$ cat config.mk
export PLATFORM = sky130hd
export DESIGN_NAME = lfsr_gen
export DESIGN_NICKNAME = d
export VERILOG_FILES = /design/src/rtl/lfsr_gen.sv
export SDC_FILE = /design/constraint.sdc
export NUM_CORES = 1
export LEC_CHECK = 0
export ABC_CLOCK_PERIOD_IN_PS = 4000
export BUFFER_PORTS_ARGS = -buffer_cell sky130_fd_sc_hd__buf_2
export CORE_AREA = 5 5 42 44
export DETAILED_ROUTE_END_ITERATION = 8
export DIE_AREA = 0 0 47 49
export PLACE_DENSITY = 0.85
export REMOVE_ABC_BUFFERS = 1
export SYNTH_ARGS = -nofsm -noshare
export SYNTH_HDL_FRONTEND = slang
export SYNTH_SLANG_ARGS = --single-unit
export TNS_END_PERCENT = 50
$ cat constraint.sdc
create_clock -name clk -period 4 [get_ports clk]
set_input_delay 0.8 -clock clk [delete_from_list [all_inputs] [get_ports clk]]
set_output_delay 0.8 -clock clk [all_outputs]
set_load 0.01 [all_outputs]
$ cat src/rtl/lfsr_gen.sv
// rtl/lfsr_gen.sv - Fibonacci LFSR with wrap detection, period measurement and lockup flag (optional LFSR_LOCKUP_RECOVER_EN)
module lfsr_gen #(
    parameter int unsigned          WIDTH = 4,
    parameter logic [WIDTH-1:0]     TAPS  = 4'b0011,
    parameter logic [WIDTH-1:0]     SEED  = 4'b1000
) (
    input  logic                    clk,
    input  logic                    aset,
    input  logic                    ena,
    input  logic                    load,
    input  logic [WIDTH-1:0]        load_val,
    output logic [WIDTH-1:0]        cnt_qout,
    output logic                    bit_out,
    output logic                    wrap,
    output logic [WIDTH-1:0]        period,
    output logic                    lockup
);

    localparam logic [WIDTH-1:0] ONE  = {{(WIDTH-1){1'b0}}, 1'b1};
    localparam logic [WIDTH-1:0] ZERO = '0;

    logic [WIDTH-1:0] step_cnt;
    logic [WIDTH-1:0] next_q;
    logic             recover;

    // Right shift with the XOR of the tapped bits entering at the MSB
    always_comb begin
        next_q = {^(cnt_qout & TAPS), cnt_qout[WIDTH-1:1]};
    end

    assign bit_out = cnt_qout[0];
    assign lockup  = (cnt_qout == ZERO);

`ifdef LFSR_LOCKUP_RECOVER_EN
    // A step out of the all-zero state restarts the sequence from SEED
    assign recover = lockup;
`else
    // All-zero state is sticky; only load or aset leave it
    assign recover = 1'b0;
`endif

    // State, step counter, period latch and wrap pulse; load beats ena, aset beats everything
    always_ff @(posedge clk or posedge aset) begin
        if (aset) begin
            cnt_qout <= SEED;
            step_cnt <= ZERO;
            period   <= ZERO;
            wrap     <= 1'b0;
        end else begin
            wrap <= 1'b0;
            if (load) begin
                cnt_qout <= load_val;
                step_cnt <= ZERO;
            end else if (ena) begin
                if (recover) begin
                    cnt_qout <= SEED;
                    step_cnt <= ZERO;
                end else begin
                    cnt_qout <= next_q;
                    if (next_q == SEED) begin
                        wrap     <= 1'b1;
                        period   <= step_cnt + ONE;
                        step_cnt <= ZERO;
                    end else begin
                        step_cnt <= step_cnt + ONE;
                    end
                end
            end
        end
    end

endmodule

### Word level (Yosys, flattened, before mapping)

Cells that the tools add are included.

| word-level totals | value |
|---|---|
| flip-flop bits (word level) | 13 |
| word-level logic and storage cells | 19 |
| output and inout bits | 11 |
| input bits | 8 |

| operators by class | value |
|---|---|
| multiplexer cells | 8 |
| reductions and logical operators | 4 |
| bitwise logic cells | 1 |
| equal/unequal tests | 1 |
| add/subtract/negate cells | 1 |

Operator list:

| kind | number |
|---|---|
| $mux 4 | 5 |
| $add 4x1->4 const B | 1 |
| $eq 4x4->1 const B | 1 |
| $logic_not 4->1 | 1 |
| $reduce_xor 4->1 | 1 |
| $mux 1 | 3 |
| $reduce_and 3->1 | 1 |
| $reduce_bool 2->1 | 1 |
| $not 1->1 | 1 |

### Longest topological paths before layout

| logic depth | value |
|---|---|
| depth in word-level cells | 5 |
| depth in mapped cells | 5 |
| depth with buffers taken out | 5 |

### Worst setup path before layout

Ideal clock, no wire load.

| timing path | value |
|---|---|
| path type | reg-to-reg |
| start point | register cnt_qout[1] |
| end point | register step_cnt[1] |
| stages on the path, launching flop included | 5 |
| data required time | 3.878 ns |
| clock period less this slack | 1.638 ns |
| path slack | 2.362 ns |
| setup time | 0.122 ns |
| arrival | 1.516 ns |
| cell sequence | dfrtp_1 -> inv_1 -> ha_1 -> or4b_4 -> a32o_1 |

| on the way | value |
|---|---|
| cells in the longest elaborated chain, start to end | 5 |

RTL lines:

| item | RTL line | RTL |
|---|---|---|
| start: declaration | 12 | `output logic [WIDTH-1:0] cnt_qout,` |
| start signal: assignment | 52 | `cnt_qout <= load_val;` |
| start signal: assignment | 59 | `cnt_qout <= next_q;` |
| $reduce_xor 4->1 | 28 | `next_q = {^(cnt_qout & TAPS), cnt_qout[WIDTH-1:1]};` |
| $eq 4x4->1 (*) | 60 | `if (next_q == SEED) begin` |
| $mux 4 (*) | 60 |  |
| $mux 4 (*) | 54 | `end else if (ena) begin` |
| $mux 4 (*) | 51 | `if (load) begin` |
| end signal: assignment | 65 | `step_cnt <= step_cnt + ONE;` |
| end: declaration | 22 | `logic [WIDTH-1:0] step_cnt;` |

Mark *: on every way between the ends. The rest lies on a longest branch, timed or not. The select of a mux whose other input is x is not followed.
A chain may end at the register's enable or synchronous reset.

### Worst setup path in the final report

| timing path | value |
|---|---|
| start point | register cnt_qout[1] |
| end point | output port lockup |

| on the way | value |
|---|---|
| cells in the longest elaborated chain, start to end | 1 |

RTL lines:

| item | RTL line | RTL |
|---|---|---|
| $logic_not 4->1 | 32 | `assign lockup = (cnt_qout == ZERO);` |
| end: declaration | 16 | `output logic lockup` |

Every way passes these cells.

==> flow_metrics.env <==
export IMPL_outcome="completed"
export IMPL_grt_use_met2=0.188
export IMPL_critPathLaunchType="flip-flop"
export IMPL_yosys_warnings=0
export IMPL_slew_violations=0
export IMPL_drt_iter0_drc=1
export IMPL_gp_congestion=0.698
export IMPL_grt_use_met1=0.142
export IMPL_cts_htree_levels=1
export IMPL_seq_area_frac_synth=0.508
export IMPL_fin_nets=91
export IMPL_synthArstFlopShare=1.00
export IMPL_syn_area_um2=643
export IMPL_whs_path_depth=1
export IMPL_top_usage_layer="met2"
export IMPL_post_drt_wl_per_cell_um=12.6
export IMPL_coreArea_mm2=0.00140
export IMPL_num_rows=14
export IMPL_grt_max_degree=14
export IMPL_grt_pass1_wl_mm=2.01
export IMPL_synth_main_ff_cell="dfrtp_1"
export IMPL_portBuffers=18
export IMPL_detail_route_antenna_nets=0
export IMPL_relSlewSlack=0.663
export IMPL_gr_usage_met3=0.0332
export IMPL_wirelength_mm=1.21
export IMPL_yosysMostFrequentCell="dfrtp_1"
export IMPL_place_ws_ns=2.19
export IMPL_min_to="period[1]"
export IMPL_synth_distinct_cells=25
export IMPL_first_global_vias=491
export IMPL_vias=501
export IMPL_r2r_cells=5
export IMPL_synth_area_leaders="dfrtp_1, mux2i_1, mux2_2, dfstp_2, nand2_1"
export IMPL_final_setup_tns_ns=0
export IMPL_tightest_slew_ns=0.505
export IMPL_die_h_um=49
export IMPL_syn_area_per_cell_um2=10.5
export IMPL_cts_root_buf="clkbuf_4"
export IMPL_place_hpwl_um=950
export IMPL_rsz0062_at_grt="no"
export IMPL_drc=0
export IMPL_dr_pass1_iters=4
export IMPL_clock_sinks=13
export IMPL_peakVddDrop_uv=231
export IMPL_rrSetupSlack_ns=2.30
export IMPL_post_route_period_util=0.504
export IMPL_yosysTopAreaCell="dfrtp_1"
export IMPL_io_pins=19
export IMPL_initial_core_util=0.459
export IMPL_cts_tree="done"
export IMPL_antenna_found_initial=0
export IMPL_gr_usage_all_layers=0.123
export IMPL_synth_top_area_frac=0.467
export IMPL_arrival_ns=1.21
export IMPL_synth_seq_cells=13
export IMPL_routed_via_density=5.22
export IMPL_hp_start="period[1]"
export IMPL_power_leakage_nw=0.415
export IMPL_grt_overflow_total=0
export IMPL_cts_setup_buffers=0
export IMPL_postCtsResizedCells=0
export IMPL_path_cells="inv_1, ha_1, and2_1, buf_2"
export IMPL_fmax_mhz=497
export IMPL_power_density_mw_per_mm2=394
export IMPL_die_w_um=47
export IMPL_hold_buffers=0
export IMPL_setup_violations=0
export IMPL_crit_slowest_cell="dfrtp_1"
export IMPL_synthToLayoutAreaGrowth_pct=18.7
export IMPL_final_setup_worst_slack_ns=1.99
export IMPL_fillers=136
export IMPL_fin_worst_skew_ns=0.00524
export IMPL_drive_gt1_frac=0.325
export IMPL_clk_latency_ns=0.28
export IMPL_dieArea_mm2=0.00230
export IMPL_hold_viol_final=0
export IMPL_regArea_um2=327
export IMPL_synth_edf_count=0
export IMPL_p_total_mw=0.301
export IMPL_multiInputGateArea_um2=278
export IMPL_critPathRequiredTime_ns=3.20
export IMPL_r2r_end="step_cnt[3]"
export IMPL_synth_common_cells="dfrtp_1, nand2_1, inv_1"
export IMPL_clockBufferDepth=2
export IMPL_cap_viol_max_count=0
export IMPL_numCtsBuffers=3
export IMPL_critPathKind="reg -> out"
export IMPL_antenna_cells=0
export IMPL_crit_fanout=6
export IMPL_fin_crit_ns=2.01
export IMPL_critPathCaptureType="output port"
export IMPL_clk_pin_slew_worst_paths_ns=0.07
export IMPL_rr_startpoint="cnt_qout[1]"
export IMPL_netlist_instances=61
export IMPL_hp_class="reg -> reg"
export IMPL_slowest_delay_ns=0.44
## where the power goes
part           internal [mW]  total [mW]  switching (mW)
Clock                 0.0387      0.0808          0.0421
Combinational         0.0293      0.0614          0.0320
Sequential             0.147       0.159          0.0119
Total                  0.215       0.301          0.0860
## area by class of cell
type                    count  area share
inverters                   6      0.0295
multi-input cells          39       0.364
repair buffers             18       0.118
clock buffers               4      0.0344
flip-flops and latches     13       0.428
well taps                  16      0.0262
## sequential cells by signal (all words and copies together), names as in the netlist
name	count
cnt_qout	4
period	4
step_cnt	4
wrap	1
## layout by cell type (no fill, tap or decap)
cell and count:
buf_2 18, dfrtp_1 12, nand2_1 7, inv_1 6, mux2i_1 5, o21ai_0 5, nor2_1 3, mux2_2 3
clkbuf_4 3, nand2b_1 2, ha_1 2, xor2_1 1, nand4_1 1, nor2b_1 1, or4b_4 1, a32o_1 1
nand3_1 1, a31oi_1 1, o22ai_1 1, and2_1 1, xnor2_1 1, nand4b_1 1, o211ai_1 1, clkbuf_1 1
dfstp_2 1
## stage by stage
step	utilization	hold WS (ns)	std cells	area, µm²
after global routing	0.545	0.544	96	763
after global placement	0.526	0.490	92	737
after detailed placement	0.526	0.500	92	737
after CTS	0.545	0.517	96	763
after floorplan	-	0.489	58	627
final	0.545	0.514	96	763
## per-layer routing
| metal | routed length [µm] | part of all wire | up-vias |
|---|---|---|---|
| met2 | 547 | 0.45 | 22 |
| met4 | 27 | 0.022 | 0 |
| met1 | 516 | 0.43 | 232 |
| li1 | - | - | 245 |
| met5 | 0 | 0 | - |
| met3 | 119 | 0.098 | 2 |
## how the worst max path moves through the flow
stage	from	end	slack [ns]	depth (start not counted)
2_1_floorplan	cnt_qout[0]	step_cnt[1]	2.35	4
3_3_place_gp	load	period[3]	2.26	4
3_5_place_dp	load	period[3]	2.19	4
4_1_cts	cnt_qout[1]	lockup	1.97	4
5_1_grt	cnt_qout[1]	lockup	1.88	4
6_report	cnt_qout[1]	lockup	1.99	4
## kinds of logic (layout without fill, tap and decap cells)
family / after synthesis / count (layout) / synth area share
AOI/OAI and AO/OA: 9 / 9 / 0.0856
muxes: 8 / 8 / 0.130
and+or+nand+nor: 18 / 18 / 0.150
adders and majority gates: 2 / 2 / 0.0389
xor gates and xnor gates: 2 / 2 / 0.0272
buffers and inverters: 9 / 28 / 0.0603
DFF: 13 / 13 / 0.508
## critical path, delay by kind of cell, from the launching register on
| family | cells | cell delay (ns) |
|---|---|---|
| flip-flops | 1 | 0.44 |
| buffers and inverters | 2 | 0.19 |
| adder cells (fa/ha/maj) | 1 | 0.18 |
| AND/OR/NAND/NOR | 1 | 0.12 |
Power figures use the tool's default switching activity.
